$ cat src/rtl/mem_write_port.sv
// Buffers ALU memory writes in a small FIFO and commits them one at a time to a memory with variable ack latency.
// Optional feature: define MEM_WRITE_COALESCE_EN to merge a request into the newest entry when the addresses match.
module mem_write_port #(
  parameter int width          = 32,
  parameter int mem_addr_width = 16,
  parameter int depth          = 4
) (
  input  logic                         clk_i,
  input  logic                         reset_i,
  input  logic                         w_valid_i,
  input  logic [mem_addr_width-1:0]    w_addr_i,
  input  logic [width-1:0]             w_write_i,
  output logic                         w_ready_o,
  output logic                         mem_en_o,
  output logic [mem_addr_width-1:0]    mem_addr_o,
  output logic [width-1:0]             mem_data_o,
  input  logic                         mem_ack_i,
  output logic [$clog2(depth+1)-1:0]   count_o,
  output logic                         idle_o
);

  localparam int pw = $clog2(depth);
  localparam int cw = $clog2(depth+1);
  localparam logic [cw-1:0] full_cnt = cw'(depth);

  typedef enum logic {IDLE, ISSUE} state_t;

  state_t                    state;
  logic [mem_addr_width-1:0] addr_mem [depth];
  logic [width-1:0]          data_mem [depth];
  logic [pw-1:0]             wr_ptr;
  logic [pw-1:0]             rd_ptr;
  logic [cw-1:0]             count;
  logic [cw-1:0]             count_nxt;
  logic                      accept;
  logic                      pop;
  logic                      push;
  logic                      merge;

  // Ready comes from registered count only; a pop in the same cycle does not free a slot early.
  assign w_ready_o = (count != full_cnt);
  assign accept    = w_valid_i && w_ready_o;
  assign pop       = (state == ISSUE) && mem_ack_i;

`ifdef MEM_WRITE_COALESCE_EN
  logic [pw-1:0] tail_ptr;
  assign tail_ptr = wr_ptr - 1'b1;
  // The head is locked once presented to memory, so a lone issuing entry is never merged into.
  assign merge = accept && (count != '0) && (addr_mem[tail_ptr] == w_addr_i) &&
                 !((state == ISSUE) && (count == cw'(1)));
`else
  assign merge = 1'b0;
`endif

  assign push = accept && !merge;

  always_comb begin
    count_nxt = count;
    if (push && !pop) begin
      count_nxt = count + 1'b1;
    end else if (pop && !push) begin
      count_nxt = count - 1'b1;
    end
  end

  always_ff @(posedge clk_i) begin
    if (reset_i) begin
      state  <= IDLE;
      count  <= '0;
      wr_ptr <= '0;
      rd_ptr <= '0;
    end else begin
      count <= count_nxt;
      if (push) begin
        wr_ptr <= wr_ptr + 1'b1;
      end
      if (pop) begin
        rd_ptr <= rd_ptr + 1'b1;
      end
      case (state)
        IDLE: begin
          if (count != '0) begin
            state <= ISSUE;
          end
        end
        ISSUE: begin
          if (pop && (count_nxt == '0)) begin
            state <= IDLE;
          end
        end
        default: state <= IDLE;
      endcase
    end
  end

  always_ff @(posedge clk_i) begin
    if (!reset_i) begin
      if (push) begin
        addr_mem[wr_ptr] <= w_addr_i;
        data_mem[wr_ptr] <= w_write_i;
      end
`ifdef MEM_WRITE_COALESCE_EN
      if (merge) begin
        data_mem[tail_ptr] <= w_write_i;
      end
`endif
    end
  end

  assign mem_en_o   = (state == ISSUE);
  assign mem_addr_o = addr_mem[rd_ptr];
  assign mem_data_o = data_mem[rd_ptr];
  assign count_o    = count;
  assign idle_o     = (count == '0) && (state == IDLE);

endmodule

$ cat config.mk
export PLATFORM = sky130hd
export DESIGN_NAME = mem_write_port
export DESIGN_NICKNAME = d
export VERILOG_FILES = /design/src/rtl/mem_write_port.sv
export SDC_FILE = /design/constraint.sdc
export NUM_CORES = 1
export LEC_CHECK = 0
export ABC_CLOCK_PERIOD_IN_PS = 3700
export CAP_MARGIN = 20
export CORE_AREA = 8 8 134 136
export CTS_CLUSTER_SIZE = 24
export DETAILED_ROUTE_END_ITERATION = 6
export DIE_AREA = 0 0 142 144
export GPL_TIMING_DRIVEN = 0
export PLACE_DENSITY_LB_ADDON = 0.2
export SYNTH_ARGS = -nofsm -noshare
export SYNTH_HDL_FRONTEND = slang
export SYNTH_SLANG_ARGS = --single-unit
$ cat constraint.sdc
create_clock -name clk_i -period 3.7 [get_ports clk_i]
set_input_delay 0.74 -clock clk_i [delete_from_list [all_inputs] [get_ports clk_i]]
set_output_delay 0.74 -clock clk_i [all_outputs]
set_load 0.02 [all_outputs]
* After elaboration in Yosys (flattened, before gate mapping)
Memory sizes are Yosys's and may differ from the RTL's. A register that Yosys moved wholly into a read port is not among the register bits.
Cells that the tools add are included.
** Operators by class
- Mux-type cells :: 12
- $lt $le $gt $ge :: 0
- Add/subtract/negate cells :: 4
- Shifts and indexed selects :: 0
- $mul :: 0
- Divide/modulo/power cells :: 0
- Equal/unequal tests :: 1
- Reduce and logical (&&, ||, !) cells :: 11
- Bitwise operators :: 1
** Operators with widths (number)
- 2-bit two-way mux :: 4
- 1-bit logical AND :: 6
- 3-bit logical NOT :: 2
- 3-bit two-way mux :: 2
- 1-bit two-way mux :: 5
- 2-bit by 1-bit adder with 2-bit output (second input constant) :: 2
- 3-bit by 1-bit adder with 3-bit output (second input constant) :: 1
- 3-bit != test (second input constant) :: 1
- 3-bit nonzero test :: 1
- 3-bit by 1-bit subtractor with 3-bit output (second input constant) :: 1
- 1-bit logical NOT :: 2
- 1-bit one-hot mux with 2 select lines :: 1
- 1-bit inverter :: 1
** Storage, ports and cells
- RAM bits :: 192
- Bits in read-only memories :: 0
- Output and inout port bits :: 54
- Logic and storage cells :: 35
- Input port bits :: 52
- Memories :: 2
- Bits in latches :: 0
- Register bits :: 8
** Memories
- data_mem :: words 4, width 32, read ports 1, clocked after memory_dff 1, wr ports 1, RTL line 30 : logic [width-1:0] data_mem [depth];
- addr_mem :: words 4, width 16, read ports 1, clocked after memory_dff 1, wr ports 1, RTL line 29 : logic [mem_addr_width-1:0] addr_mem [depth];

* Depth between registers and ports, before layout
- Depth after elaboration :: 10
- Depth in mapped cells :: 6
- Depth with buffers taken out :: 6

* Worst setup path after synthesis
Ideal clock, no wire load.
- Path type :: flip-flop to flip-flop
- From :: reg count[0], in the netlist count_o[0]
- To :: mem addr_mem[0][0] (enable)
- Data required time :: 3.289 ns
- Stages on the path, launching flop included :: 6
- Setup time :: 0.411 ns
- Buffers on the path :: 0
- Arrival :: 2.439 ns
- Path slack :: 0.851 ns
- Clock period less this slack :: 2.849 ns
- Cell sequence :: dfxtp_1 -> inv_1 -> ha_1 -> a21bo_2 -> nor2_1 -> and2_1
** Between the ends
- Longest elaborated chain between the ends :: 5
** RTL lines
- from (decl) :: RTL line 33 : logic [cw-1:0] count;
- from (signal assigned) :: RTL line 73 : count <= count_nxt;
- 3-bit != test :: RTL line 41 : assign w_ready_o = (count != full_cnt);
- 1-bit logical AND :: RTL line 42 : assign accept = w_valid_i && w_ready_o;
- 1-bit two-way mux :: RTL line 98 : if (push) begin
- 1-bit two-way mux :: RTL line 97 : if (!reset_i) begin
- 1-bit two-way mux (not written as such) :: RTL line 99 : addr_mem[wr_ptr] <= w_addr_i;
- to (decl) :: RTL line 29
No other way between the ends.

==> impl_metrics.py <==
metrics = {
    "synth": {
        "yosys.area_share.simple_pct": 1.404,
        "ys_seq_elements": 202,
        "yosysUniqueCellTypes": 28,
        "syn_area_mm2": 0.007485,
        "synthXorXnorAreaFrac_pct": 0.7021,
        "synthesis.nets": 372,
        "netlist.area_leader.share_pct": 77.03,
        "synth_edf_count": 192,
        "synth_fa_ha_area_share_pct": 1.170,
        "synthFlopType": "edfxtp_1",
        "synthMuxAreaShare_pct": 14.58,
        "ys_seq_area_share_pct": 79.71,
        "synth_area_leaders": "edfxtp_1 77%, mux4_2 14%, dfxtp_1 2.7%, ha_1 1.2%, buf_6 0.45%",
        "post-synth-top-area-cell": "edfxtp_1",
        "synth_compound_area_share_pct": 1.120,
        "avgSynthCellArea_um2": 23.91,
        "synth_top_family_by_area": "multiplexers",
        "synthCells": 313,
        "yosys_warnings": 0,
        "synthArstFlopShare_pct": 0,
    },
    "outcome": {
        "status": "finished clean",
    },
    "floorplan": {
        "dieArea_mm2": 0.02045,
        "initial_core_util_pct": 46.62,
        "row_count": 47,
        "fp.dieW_um": 142,
        "fp.dieH_um": 144,
        "core_area_mm2": 0.01605,
        "io_pins": 106,
    },
    "timing": {
        "tightest_slew_ps": 684.8,
        "worst_slack_ps": 536.7,
        "relSlewSlack_pct": 54.35,
        "skew_ps": 9.739,
        "max_freq_ghz": 0.3161,
        "finalSetupTns_ps": 0,
        "slew_violations": 0,
        "hold_slack_ps": 527.0,
        "fin_crit_ps": 3163,
        "finalSetupViolCount": 0,
        "grt_setup_unrepaired": "no",
        "hold_viol_final": 0,
        "fin_crit_sh_pct": 85.49,
    },
    "run": {
        "drv_cap": 0,
    },
    "detailed_routing": {
        "drc": 0,
        "vias": 3565,
        "first_iter_violations": 175,
        "wl_per_cell_um": 20.36,
        "drt_wl_total_um": 13800,
        "viasPerCell": 5.258,
        "drtPass1Iterations": 4,
        "ant_nets": 0,
    },
    "clock_tree": {
        "clkLatencyLatePin_ps": 470,
        "cts_max_level": 1,
        "root_buffer": "clkbuf_16",
        "post-cts-setup-buffer-count": 0,
        "path_clk_slew_ps": 60,
        "cts_hold_buf": 0,
        "cts.sinks": 202,
        "numCtsBuffers": 20,
        "cts_max_path_buffers": 3,
        "cts.repair.resized": 0,
        "cts_tree": "built",
    },
    "placement": {
        "port_buffers": 105,
        "place_ws_ps": 765.4,
        "placed_area_mm2": 0.008896,
        "placed_cells": 642,
        "place_congestion": 0.7337,
        "place_hpwl_um": 8829,
    },
    "finish": {
        "nNetsFinal": 503,
        "n_antenna_cell": 0,
        "fin_area_mm2": 0.009563,
        "drive_gt1_share_pct": 20.52,
        "syn_to_final_growth_pct": 27.77,
        "post-route-util_pct": 59.57,
        "fillers": 1195,
        "fin_cells": 678,
    },
    "grt": {
        "grt_overflow_total": 0,
        "track_usage_pct": 13.62,
        "antenna_found_initial": 0,
        "grt_pass1_wl_um": 21470,
        "grt_pass1_vias": 3925,
        "grt_start_max_net_pins": 28,
    },
    "critical_path": {
        "cp-start-kind": "flop",
        "crit_family": "buffers and inverters",
        "crit_chain": "buf_2 -> buf_2 -> mux4_2 -> clkdlybuf4s50_1",
        "path_max_fanout": 10,
        "critical_path.most_common_cell": "buf_2",
        "slowest_stage": "clkdlybuf4s50_1",
        "cp.buffers_inverters": 3,
        "max_stage_delay_ps": 580,
        "arrival_ps": 2420,
        "r2r-start": "count_o[1]",
        "required_ps": 2960,
        "crit_type": "reg2out",
        "crit_path_end_kind": "output port",
    },
    "pwr": {
        "p_per_area_mw_per_mm2": 621.2,
        "irDropWorstVdd_uv": 332.1,
        "report.power.total_mw": 5.940,
        "leakage_nw": 3.059,
    },
    "worst_hold_path": {
        "hp-class": "reg2reg",
        "hp-start": "wr_ptr[1]",
    },
}
## placed cells by master (no fill, tap or decap), types with 5 or more instances in the layout
cell	Yosys	routed
edfxtp_1	192	192
clkdlybuf4s50_1	0	105
mux4_2	48	48
clkbuf_16	0	21
dfxtp_1	10	10
clkbuf_1	3	8
nor2_1	8	8
ha_1	7	7
inv_1	5	5
nand2_1	5	5
## sequential cells by signal, summed over array words and instances (netlist names), named ones only
register,count
count_o,3
mem_en_o,1
rd_ptr,2
data_mem,128
addr_mem,64
wr_ptr,2
## worst paths after layout
path                          end  slack, ps  cells after the start
hold reg to reg         wr_ptr[1]        530                      2
setup reg to reg  addr_mem[0][10]       1220                      6
setup / recovery   mem_data_o[25]        540                      4
hold / removal          wr_ptr[1]        530                      2
## Yosys cell counts (3+ instances only)
cell      instances
xnor2_1           3
and2_1            4
clkbuf_1          3
nor2_1            8
buf_6             3
edfxtp_1        192
buf_2             4
inv_1             5
mux4_2           48
dfxtp_1          10
xor2_1            3
nand2_1           5
ha_1              7
## report_power, final
group / total [mW] / internal [mW] / switching (mW)
clock: 2.02 / 1.25 / 0.778
sequential: 2.68 / 2.64 / 0.0465
combinational: 1.23 / 0.625 / 0.608
total: 5.94 / 4.51 / 1.43
## layout make-up
| cell class | instances | area, um^2 | area share (%) |
|---|---|---|---|
| multi-input cells | 94 | 1425 | 14.90 |
| inverters | 5 | 18.77 | 0.1963 |
| flip-flops and latches | 202 | 5966 | 62.38 |
| clock inverters | 10 | 122.6 | 1.282 |
| plain buffers | 12 | 80.08 | 0.8374 |
| repair buffers | 109 | 1131 | 11.83 |
| clock buffers | 26 | 544.3 | 5.691 |
| well taps | 220 | 275.3 | 2.878 |
## logic make-up (layout without fill, tap and decap cells)
group | after synthesis | after routing
AO/OA/AOI/OAI | 10 | 10
XOR/XNOR | 6 | 6
adder cells (fa/ha/maj) | 7 | 7
buffers and inverters | 17 | 162
flip-flops | 202 | 202
multiplexers | 49 | 49
AND/OR/NAND/NOR | 22 | 22
## tightest hold or removal path, cell delays in order, from the launching register on
cell	delay [ps]
dfxtp_1	340
nand2_1	80
a21oi_1	60
## metal layers
layer / track usage, % / share of wire, % / up-vias
li1: - / - / 1575
met1: 17.10 / 42 / 1877
met2: 23.13 / 50 / 95
met3: 3.665 / 6.5 / 18
met4: 3.335 / 1.1 / 0
met5: 0 / 0 / -
No activity file was read; power rests on OpenSTA's default activity.
